## config.mk

```make
export PLATFORM = sky130hd
export DESIGN_NAME = spi_slave_regbridge
export DESIGN_NICKNAME = d
export VERILOG_FILES = /design/src/rtl/spi_slave_regbridge.sv
export SDC_FILE = /design/constraint.sdc
export NUM_CORES = 1
export LEC_CHECK = 0
export ABC_AREA = 1
export CELL_PAD_IN_SITES_DETAIL_PLACEMENT = 1
export CELL_PAD_IN_SITES_GLOBAL_PLACEMENT = 1
export CORE_MARGIN = 4
export CORE_UTILIZATION = 35
export CTS_CLUSTER_SIZE = 10
export DETAILED_ROUTE_END_ITERATION = 8
export HOLD_SLACK_MARGIN = 0.12
export PLACE_DENSITY_LB_ADDON = 0.1
export RECOVER_POWER = 25
export SYNTH_ARGS = -nofsm -noshare
export SYNTH_HDL_FRONTEND = slang
export SYNTH_SLANG_ARGS = --single-unit
```

## constraint.sdc

```tcl
create_clock -name wb_clk_i -period 1.7 [get_ports wb_clk_i]
set_input_delay 0.255 -clock wb_clk_i [delete_from_list [all_inputs] [get_ports wb_clk_i]]
set_output_delay 0.255 -clock wb_clk_i [all_outputs]
set_load 0.1 [all_outputs]
```

## src/rtl/spi_slave_regbridge.sv

```systemverilog
`default_nettype none
// ============================================================================
// Module      : spi_slave_regbridge
// Description : SPI mode-0 target, oversampled in the system clock domain,
//               that turns each SPI frame into byte-wide register writes
//               or reads with address auto-increment.
// Revision    : 1.0 - initial release
// ============================================================================
module spi_slave_regbridge #(
    parameter int ADDR_W      = 7,
    parameter int SYNC_STAGES = 2
) (
    input  logic              wb_clk_i,
    input  logic              wb_rst_i,
    input  logic              sclk_i,
    input  logic              ssn_i,
    input  logic              mosi_i,
    output logic              miso_o,
    output logic              miso_oeb_o,
    output logic [ADDR_W-1:0] reg_addr_o,
    output logic [7:0]        reg_wdata_o,
    output logic              reg_we_o,
    output logic              reg_re_o,
    input  logic [7:0]        reg_rdata_i,
    output logic              busy_o,
    output logic              frame_err_o
);

    localparam logic [1:0] c_st_idle = 2'd0;
    localparam logic [1:0] c_st_cmd  = 2'd1;
    localparam logic [1:0] c_st_rd   = 2'd2;
    localparam logic [1:0] c_st_wr   = 2'd3;

    // Synchronisers and previous samples for edge detection
    logic [SYNC_STAGES-1:0] r_sclk_sync;
    logic [SYNC_STAGES-1:0] r_ssn_sync;
    logic [SYNC_STAGES-1:0] r_mosi_sync;
    logic                   r_sclk_prev;
    logic                   r_ssn_prev;

    // Frame state
    logic [1:0]        r_state;
    logic [1:0]        w_state_nxt;
    logic [2:0]        r_bitcnt;
    logic [6:0]        r_rx_sr;
    logic [7:0]        r_tx_sr;
    logic [ADDR_W-1:0] r_addr;
    logic              r_load_pend;

    // Registered outputs
    logic              r_miso;
    logic [ADDR_W-1:0] r_reg_addr;
    logic [7:0]        r_reg_wdata;
    logic              r_reg_we;
    logic              r_reg_re;
    logic              r_frame_err;

    // Decoded events
    logic              w_sclk;
    logic              w_ssn;
    logic              w_mosi;
    logic              w_sclk_rise;
    logic              w_sclk_fall;
    logic              w_ssn_rise;
    logic              w_ssn_fall;
    logic              w_active;
    logic              w_byte_done;
    logic              w_abort;
    logic [7:0]        w_rx_next;
    logic [ADDR_W-1:0] w_cmd_addr;
    logic              w_cmd_rw;
    logic [ADDR_W-1:0] w_addr_inc;

    assign w_sclk = r_sclk_sync[SYNC_STAGES-1];
    assign w_ssn  = r_ssn_sync[SYNC_STAGES-1];
    assign w_mosi = r_mosi_sync[SYNC_STAGES-1];

    assign w_sclk_rise = w_sclk & ~r_sclk_prev;
    assign w_sclk_fall = ~w_sclk & r_sclk_prev;
    assign w_ssn_rise  = w_ssn & ~r_ssn_prev;
    assign w_ssn_fall  = ~w_ssn & r_ssn_prev;

    assign w_active    = (r_state != c_st_idle);
    // A rise on the 8th bit completes the byte even if SSn rises in the same cycle
    assign w_byte_done = w_active & w_sclk_rise & (r_bitcnt == 3'd7);
    assign w_abort     = w_active & w_ssn_rise & (r_bitcnt != 3'd0) & ~w_byte_done;

    assign w_rx_next  = {r_rx_sr, w_mosi};
    assign w_cmd_addr = w_rx_next[ADDR_W-1:0];
    assign w_cmd_rw   = w_rx_next[7];
    assign w_addr_inc = r_addr + ADDR_W'(1);

    assign miso_o      = r_miso;
    assign miso_oeb_o  = ~w_active;
    assign busy_o      = w_active;
    assign reg_addr_o  = r_reg_addr;
    assign reg_wdata_o = r_reg_wdata;
    assign reg_we_o    = r_reg_we;
    assign reg_re_o    = r_reg_re;
    assign frame_err_o = r_frame_err;

    // Bring the SPI pins into the system clock domain; ssn resets low so a
    // frame needs a genuine high-to-low transition after reset
    always_ff @(posedge wb_clk_i) begin
        if (wb_rst_i) begin
            r_sclk_sync <= '0;
            r_ssn_sync  <= '0;
            r_mosi_sync <= '0;
            r_sclk_prev <= 1'b0;
            r_ssn_prev  <= 1'b0;
        end else begin
            r_sclk_sync <= {r_sclk_sync[SYNC_STAGES-2:0], sclk_i};
            r_ssn_sync  <= {r_ssn_sync[SYNC_STAGES-2:0], ssn_i};
            r_mosi_sync <= {r_mosi_sync[SYNC_STAGES-2:0], mosi_i};
            r_sclk_prev <= w_sclk;
            r_ssn_prev  <= w_ssn;
        end
    end

    // State register
    always_ff @(posedge wb_clk_i) begin
        if (wb_rst_i) begin
            r_state <= c_st_idle;
        end else begin
            r_state <= w_state_nxt;
        end
    end

    // Next-state logic; SSn deassertion wins over everything else
    always_comb begin
        w_state_nxt = r_state;
        case (r_state)
            c_st_idle: if (w_ssn_fall) w_state_nxt = c_st_cmd;
            c_st_cmd:  if (w_byte_done) w_state_nxt = w_cmd_rw ? c_st_wr : c_st_rd;
            default:   w_state_nxt = r_state;
        endcase
        if (w_active && w_ssn_rise) begin
            w_state_nxt = c_st_idle;
        end
    end

    // Shift registers, address tracking, register-port strobes and MISO
    always_ff @(posedge wb_clk_i) begin
        if (wb_rst_i) begin
            r_bitcnt    <= 3'd0;
            r_rx_sr     <= 7'd0;
            r_tx_sr     <= 8'd0;
            r_addr      <= '0;
            r_load_pend <= 1'b0;
            r_miso      <= 1'b0;
            r_reg_addr  <= '0;
            r_reg_wdata <= 8'd0;
            r_reg_we    <= 1'b0;
            r_reg_re    <= 1'b0;
            r_frame_err <= 1'b0;
        end else begin
            r_reg_we    <= 1'b0;
            r_reg_re    <= 1'b0;
            r_frame_err <= 1'b0;
            // Read data is valid the cycle after the read strobe
            r_load_pend <= r_reg_re;

            if (!w_active) begin
                if (w_ssn_fall) begin
                    r_bitcnt <= 3'd0;
                    r_miso   <= 1'b0;
                end
            end else begin
                if (w_sclk_rise) begin
                    r_rx_sr  <= w_rx_next[6:0];
                    r_bitcnt <= r_bitcnt + 3'd1;
                end

                if ((r_state == c_st_rd) && w_sclk_fall && !r_load_pend) begin
                    r_miso  <= r_tx_sr[7];
                    r_tx_sr <= {r_tx_sr[6:0], 1'b0};
                end

                if (w_byte_done) begin
                    case (r_state)
                        c_st_cmd: begin
                            r_addr <= w_cmd_addr;
                            if (!w_cmd_rw) begin
                                r_reg_re   <= 1'b1;
                                r_reg_addr <= w_cmd_addr;
                            end
                        end
                        c_st_rd: begin
                            // Prefetch the next byte of the burst
                            r_addr     <= w_addr_inc;
                            r_reg_re   <= 1'b1;
                            r_reg_addr <= w_addr_inc;
                        end
                        default: begin
                            r_reg_we    <= 1'b1;
                            r_reg_wdata <= w_rx_next;
                            r_reg_addr  <= r_addr;
                            r_addr      <= w_addr_inc;
                        end
                    endcase
                end

                if (w_ssn_rise) begin
                    r_bitcnt    <= 3'd0;
                    r_miso      <= 1'b0;
                    r_frame_err <= w_abort;
                end
            end

            if (r_load_pend) begin
                r_tx_sr <= reg_rdata_i;
            end
        end
    end

endmodule
`default_nettype wire

```

==> results of run 1 <==
[power by group]
group / switching (W) / internal (W)
clock network: 0.000467 / 0.000445
logic: 0.000314 / 0.000172
registers: 0.0000164 / 0.00131
[kinds of logic (layout without fill, tap and decap cells)]
| logic type | after synthesis | after routing | share of synthesized area (%) |
|---|---|---|---|
| buffers and inverters | 47 | 92 | 7.95 |
| AO/OA/AOI/OAI | 79 | 79 | 17.9 |
| XOR/XNOR | 1 | 1 | 0.359 |
| flip-flops | 55 | 55 | 45.2 |
| adder cells (fa/ha/maj) | 8 | 8 | 4.10 |
| AND/OR/NAND/NOR | 136 | 136 | 24.5 |
[through the flow]
step | std cells | hold slack [ps] | TNS, ps | total power [W] | cell area [µm²]
floorplan | 326 | 362 | 0 | 0.00167 | 2470
CTS | 464 | 413 | 0 | 0.00278 | 3280
global route | 467 | 431 | -10.1 | 0.00286 | 3200
global placement | 456 | 392 | 0 | 0.00185 | 3160
detailed placement | 456 | 399 | 0 | 0.00185 | 3160
finish | 467 | 408 | 0 | 0.00272 | 3200
[layer usage]
layer,global-route usage (%),part of all wire [%],wire length [µm]
met1,19.7,46,2990
met2,28.2,49,3190
met3,3.07,2.8,179
met4,5.28,1.4,89
met5,0,0,0
[synth_stat cells (all sizes together)]
library cell  count
xor2              1
nand4             1
clkbuf            7
inv              35
a21oi            42
ha                8
nand2            80
o21bai            1
or2               1
o211a             2
nor3              2
a2111oi           1
buf               5
nand3            26
o21ai            25
nor2             25
nand3b            1
a211oi            1
a31oi             7
dfxtp            55
[area by class of cell]
cell class,count,area share [%]
Multi-Input combinational cell,224,37.0
Sequential cell,55,34.5
Timing Repair Buffer,49,16.6
Inverter,35,4.58
Tap cell,96,3.76
Clock buffer,5,2.15
Clock inverter,3,1.45
[tightest hold or removal path, delay by kind of cell (launching register included)]
family                 cells  cell delay (ps)
buffers and inverters      1               40
DFF                        1              310
and+or+nand+nor            1               30
[registers in the layout, summed over array words and instances, names as in the netlist]
name,flops
frame_err_o,1
miso_o,1
r_addr,7
r_bitcnt,3
r_load_pend,1
r_mosi_sync,2
r_rx_sr,7
r_sclk_prev,1
r_sclk_sync,2
r_ssn_prev,1
r_ssn_sync,2
r_state,2
r_tx_sr,8
reg_addr_o,7
reg_re_o,1
reg_wdata_o,8
reg_we_o,1
[how the worst max path moves through the flow]
stage                             start                    endpoint  slack, ps
4_1_cts         r_state[0]$_SDFFE_PP0P_  reg_addr_o[2]$_SDFFE_PP0P_         70
5_1_grt        r_bitcnt[1]$_SDFFE_PP0P_     r_state[0]$_SDFFE_PP0P_        -10
2_1_floorplan   r_state[0]$_SDFFE_PP0P_     r_state[0]$_SDFFE_PP0P_         30
3_3_place_gp    r_state[0]$_SDFFE_PP0P_     r_tx_sr[1]$_SDFFE_PP0P_        140
6_report        r_state[1]$_SDFFE_PP0P_                  miso_oeb_o        130
3_5_place_dp    r_state[1]$_SDFFE_PP0P_  reg_addr_o[2]$_SDFFE_PP0P_         90
[repair_timing]
item                                    CTS  global route
setup buffers                             0             3
hold endpoints to repair                  0             0
gates resized for setup                   0             8
endpoints found under the setup margin    0            20
==> run summary, run 1 <==
die height -> 91.5 µm
Residual DRC -> 0
Pwr Density -> 851 nW/µm²
Max Cap Viol -> 0
RSZ-0062 raised after global routing -> yes
FF/Latch Area -> 1100 µm²
outcome -> completed
Endpoint, Worst Hold -> r_sclk_sync[1]$_SDFF_PP0_
Synth area leaders -> dfxtp_1, nand2_1, a21oi_1, nand3_1, inv_1
Critical Path Sink Type -> output port
Critical Path RT -> 1440 ps
Max Clk Rate -> 635 MHz
Die Wd -> 91.5 µm
post-synthesis sequential area ratio -> 45.2%
initial DRC count -> 58
clock latency on the worst-skew pair -> 320 ps
CTS tree -> built
#FFs+latches synth -> 55
clk slew on worst S/H paths -> 100 ps
initial antenna violation count -> 0
Finished Core Util -> 47.1%
worst min path class -> reg2reg
Post-DP HPWL -> 4.86 mm
r2r setup slk -> 130 ps
vias per cell -> 4.82
share of layout cells above drive strength 1 -> 17.8%
Worst R2R End -> r_state[1]$_SDFFE_PP0P_
Peak VDD IR -> 0.673 mV
minimum clock period -> 1570 ps
final worst setup slack -> 126 ps
slowest library cell on the worst path -> dfxtp_2
PortBufs -> 33
Final Cycle Share -> 92.6%
R2R cell count -> 11
die area -> 8370 µm²
Avg WL per Cell -> 13.8 µm
via count -> 2252
Tightest Pin Transition -> 547 ps
Final nets -> 391
I/O pins -> 34
RD Place Congestion -> 0.815
Avg Cell Area, Syn -> 7.48 µm²
hold path cells -> 2
largest fanout on the critical path -> 5
CTS Buf Count -> 5
Slew HR -> 63.7%
worst slack, placed -> 89.6 ps
Leak Pwr -> 1.23 nW
Core Footprint -> 6790 µm²
min-delay src -> r_sclk_sync[0]$_SDFF_PP0_
final hold violation count -> 0
Ant. Diodes -> 0
aggregate global routing overflow -> 0
Reg-to-Reg Start -> r_state[0]$_SDFFE_PP0P_
CP Launch Type -> flip-flop
# fillers -> 836
largest area contributor in the synthesized netlist -> dfxtp_1
CTS sink count -> 55
Synth cell types -> 29
root buf cell -> clkbuf_8
deepest clock path buffer count -> 2
largest net degree at the start of global routing -> 35
post-route ant nets -> 0
number of global-route vias before repair -> 2304
Post-CTS Hold Buffers -> 0
Area Growth Syn to Fin -> 31.1%
Final Max Slew Viols -> 0
CP delay by family, top -> buffers and inverters
Clock Skews -> 9.05 ps
CP Depth -> 4
Syn Nets -> 347
num rows -> 30
TritonRoute pass-1 iters -> 4
Mapped Cells -> 326
gr usage total -> 16.1%
DRT Wirelength -> 6.45 mm
commonest non-fill, non-tap cell in the layout -> nand2_1
Starting Density -> 35.9%
multi-input logic area -> 1180 µm²
synthesized area -> 2440 µm²
Synth top area share -> 45.2%
Bufs and invs on worst path -> 3
most frequent cells in the layout -> nand2_1, dfxtp_1, a21oi_1
crit-path cells -> inv_2 -> ha_4 -> buf_4 -> buf_12
largest stage delay on the critical path -> 360 ps
Worst EP arrival -> 1320 ps
first-pass GRT wire length -> 11.0 mm
Setup Viol. Count Final -> 0
Syn. warnings -> 0
WS Path Type -> reg2out
H-tree levels -> 2
Power figures use the tool's default switching activity.
==> run 2: changes to the inputs <==
- PLACE_DENSITY: not set -> 0.82
- PLACE_DENSITY_LB_ADDON: 0.1 -> not set
==> run 2 against run 1 <==
  * Routed wire length rose by 6.4%
  * Maximum frequency fell by 4.7%
  * Flip-flop and latch count did not move
  * Via count rose by 3.7%
  * Largest cell class unchanged
  * Largest power group unchanged
  * Worst hold slack improved by 2.5 ps
  * Critical path type is now reg2reg
  * Critical endpoint is now r_state[1]$_SDFFE_PP0P_
  * Utilization fell by 0.57 points
==> run summary, run 2 (synthesized netlist as in run 1, its figures left out) <==
outcome -> completed (unchanged)
final worst setup slack -> 48.4 ps (was 126 ps)
Final Max Slew Viols -> 0 (unchanged)
gr usage total -> 16.7% (was 16.1%)
switch share -> 29.0% (was 29.3%)
share of layout cells above drive strength 1 -> 16.5% (was 17.8%)
Residual DRC -> 0 (unchanged)
CP dominant cell by count -> nand2_1
DRT Wirelength -> 6.86 mm (was 6.45 mm)
Die Wd -> 91.5 µm (unchanged)
worst min path class -> reg2reg (unchanged)
r2r setup slk -> 50 ps (was 130 ps)
CP delay by family, top -> simple AND/OR/NAND/NOR gates (was buffers and inverters)
Tightest Pin Transition -> 677 ps (was 547 ps)
deepest clock path buffer count -> 2 (unchanged)
Post-CTS Hold Buffers -> 0 (unchanged)
clock share of power -> 32.5% (was 33.5%)
clk slew on worst S/H paths -> 90 ps (was 100 ps)
num rows -> 30 (unchanged)
aggregate global routing overflow -> 0 (unchanged)
H-tree levels -> 2 (unchanged)
largest fanout on the critical path -> 9 (was 5)
CTS Buf Count -> 5 (unchanged)
PortBufs -> 33 (unchanged)
root buf cell -> clkbuf_8 (unchanged)
Slew HR -> 54.9% (was 63.7%)
CTS tree -> built (unchanged)
vias per cell -> 5.02 (was 4.82)
CP Launch Type -> flip-flop (unchanged)
WS Path Type -> reg2reg (was reg2out)
net switching power -> 0.000778 W (was 0.000797 W)
Leak Pwr -> 1.21 nW (was 1.23 nW)
initial DRC count -> 179 (was 58)
most frequent cells in the layout -> nand2_1, dfxtp_1, a21oi_1 (unchanged)
die area -> 8370 µm² (unchanged)
Max Clk Rate -> 605 MHz (was 635 MHz)
die height -> 91.5 µm (unchanged)
Starting Density -> 35.9% (unchanged)
RD Place Congestion -> 0.846 (was 0.815)
setup_tns -> 0 ps (unchanged)
Logic pwr share -> 18.2% (was 17.8%)
Reg power frac -> 49.3% (was 48.7%)
Setup Viol. Count Final -> 0 (unchanged)
Max Cap Viol -> 0 (unchanged)
CTS sink count -> 55 (unchanged)
Worst EP arrival -> 1860 ps (was 1320 ps)
Clock Skews -> 7.81 ps (was 9.05 ps)
# fillers -> 847 (was 836)
via count -> 2336 (was 2252)
Critical Path RT -> 1910 ps (was 1440 ps)
clock latency on the worst-skew pair -> 320 ps (about the same)
initial antenna violation count -> 0 (unchanged)
commonest non-fill, non-tap cell in the layout -> nand2_1 (unchanged)
Post-DP HPWL -> 5.13 mm (was 4.86 mm)
RSZ-0062 raised after global routing -> yes (unchanged)
minimum clock period -> 1650 ps (was 1570 ps)
Peak VDD IR -> 0.492 mV (was 0.673 mV)
crit-path cells -> inv_2 -> ha_4 -> inv_12 -> nand3b_4 -> nor2_4 -> buf_6 -> nand2_2 -> nand2_1 -> nand2_1 -> nand2_1 -> a21oi_1 (was inv_2 -> ha_4 -> buf_4 -> buf_12)
Ant. Diodes -> 0 (unchanged)
number of global-route vias before repair -> 2387 (was 2304)
Finished Cell Area -> 3160 µm² (was 3200 µm²)
TritonRoute pass-1 iters -> 4 (unchanged)
Bufs and invs on worst path -> 3 (unchanged)
Internal -> 0.00191 W (was 0.00192 W)
final hold violation count -> 0 (unchanged)
Critical Path Sink Type -> flip-flop (was output port)
Pwr Density -> 850 nW/µm² (was 851 nW/µm²)
largest stage delay on the critical path -> 380 ps (was 360 ps)
Avg WL per Cell -> 14.8 µm (was 13.8 µm)
DP Area -> 3160 µm² (unchanged)
Core Footprint -> 6790 µm² (unchanged)
Final Cycle Share -> 97.2% (was 92.6%)
Area Growth Syn to Fin -> 29.5% (was 31.1%)
slowest library cell on the worst path -> dfxtp_4 (was dfxtp_2)
first-pass GRT wire length -> 11.3 mm (was 11.0 mm)
worst slack, placed -> 47.3 ps (was 89.6 ps)
largest net degree at the start of global routing -> 20 (was 35)
Final nets -> 390 (was 391)
I/O pins -> 34 (unchanged)
post-route ant nets -> 0 (unchanged)
Final Total Pwr -> 0.00269 W (was 0.00272 W)
[run 2: layer usage]
metal,vias to the layer above,GRT usage (%),share of wire (%)
met1,1120,19.3,43
li1,1152,-,-
met3,16,3.89,4.2
met4,0,7.54,2.7
met5,-,0,0
met2,48,29.2,50
[run 2: repair_timing]
item,4_1_cts,5_1_grt
buffers inserted,0,2
endpoints found under the setup margin,0,7
gates resized for setup,0,4
[run 2: layout make-up]
type / instances / area [µm²] / area share [%]
repair buffers: 48 / 518 / 16.4
flip-flops and latches: 55 / 1110 / 35.1
inverters: 35 / 144 / 4.56
well taps: 96 / 120 / 3.80
clock buffers: 5 / 68.8 / 2.18
multi-input cells: 224 / 1160 / 36.8
clock inverters: 2 / 37.5 / 1.19
[run 2: path summary, 6_finish.rpt]
kind,depth (start not counted),startpoint,endpoint
min reg2reg,2,r_sclk_sync[0]$_SDFF_PP0_,r_sclk_sync[1]$_SDFF_PP0_
max,11,r_state[1]$_SDFFE_PP0P_,r_state[1]$_SDFFE_PP0P_
max reg2reg,11,r_state[1]$_SDFFE_PP0P_,r_state[1]$_SDFFE_PP0P_
min,2,r_sclk_sync[0]$_SDFF_PP0_,r_sclk_sync[1]$_SDFF_PP0_
[run 2: power groups by stage]
stage / combinational [W] / sequential, W / clock, W
floorplan: 0.000284 / 0.00138 / 0
finish: 0.000489 / 0.00132 / 0.000873
global placement: 0.000486 / 0.00135 / 0
CTS: 0.000504 / 0.00133 / 0.000894
detailed placement: 0.000500 / 0.00136 / 0
global route: 0.000531 / 0.00133 / 0.000945
[run 2: worst register-to-register path, delay by kind of cell (launching register included)]
family | cells | cell delay [ps]
DFF | 1 | 380
adders and majority gates | 1 | 220
and+or+nand+nor | 6 | 600
AOI/OAI and AO/OA | 1 | 60
buffers and inverters | 3 | 290
[run 2: stage by stage]
step,instances,hold WS (ps),util [%]
global route,465,433,46.5
detailed placement,456,404,46.5
global placement,456,390,46.5
finish,465,411,46.5
CTS,463,418,48.1
floorplan,326,362,-
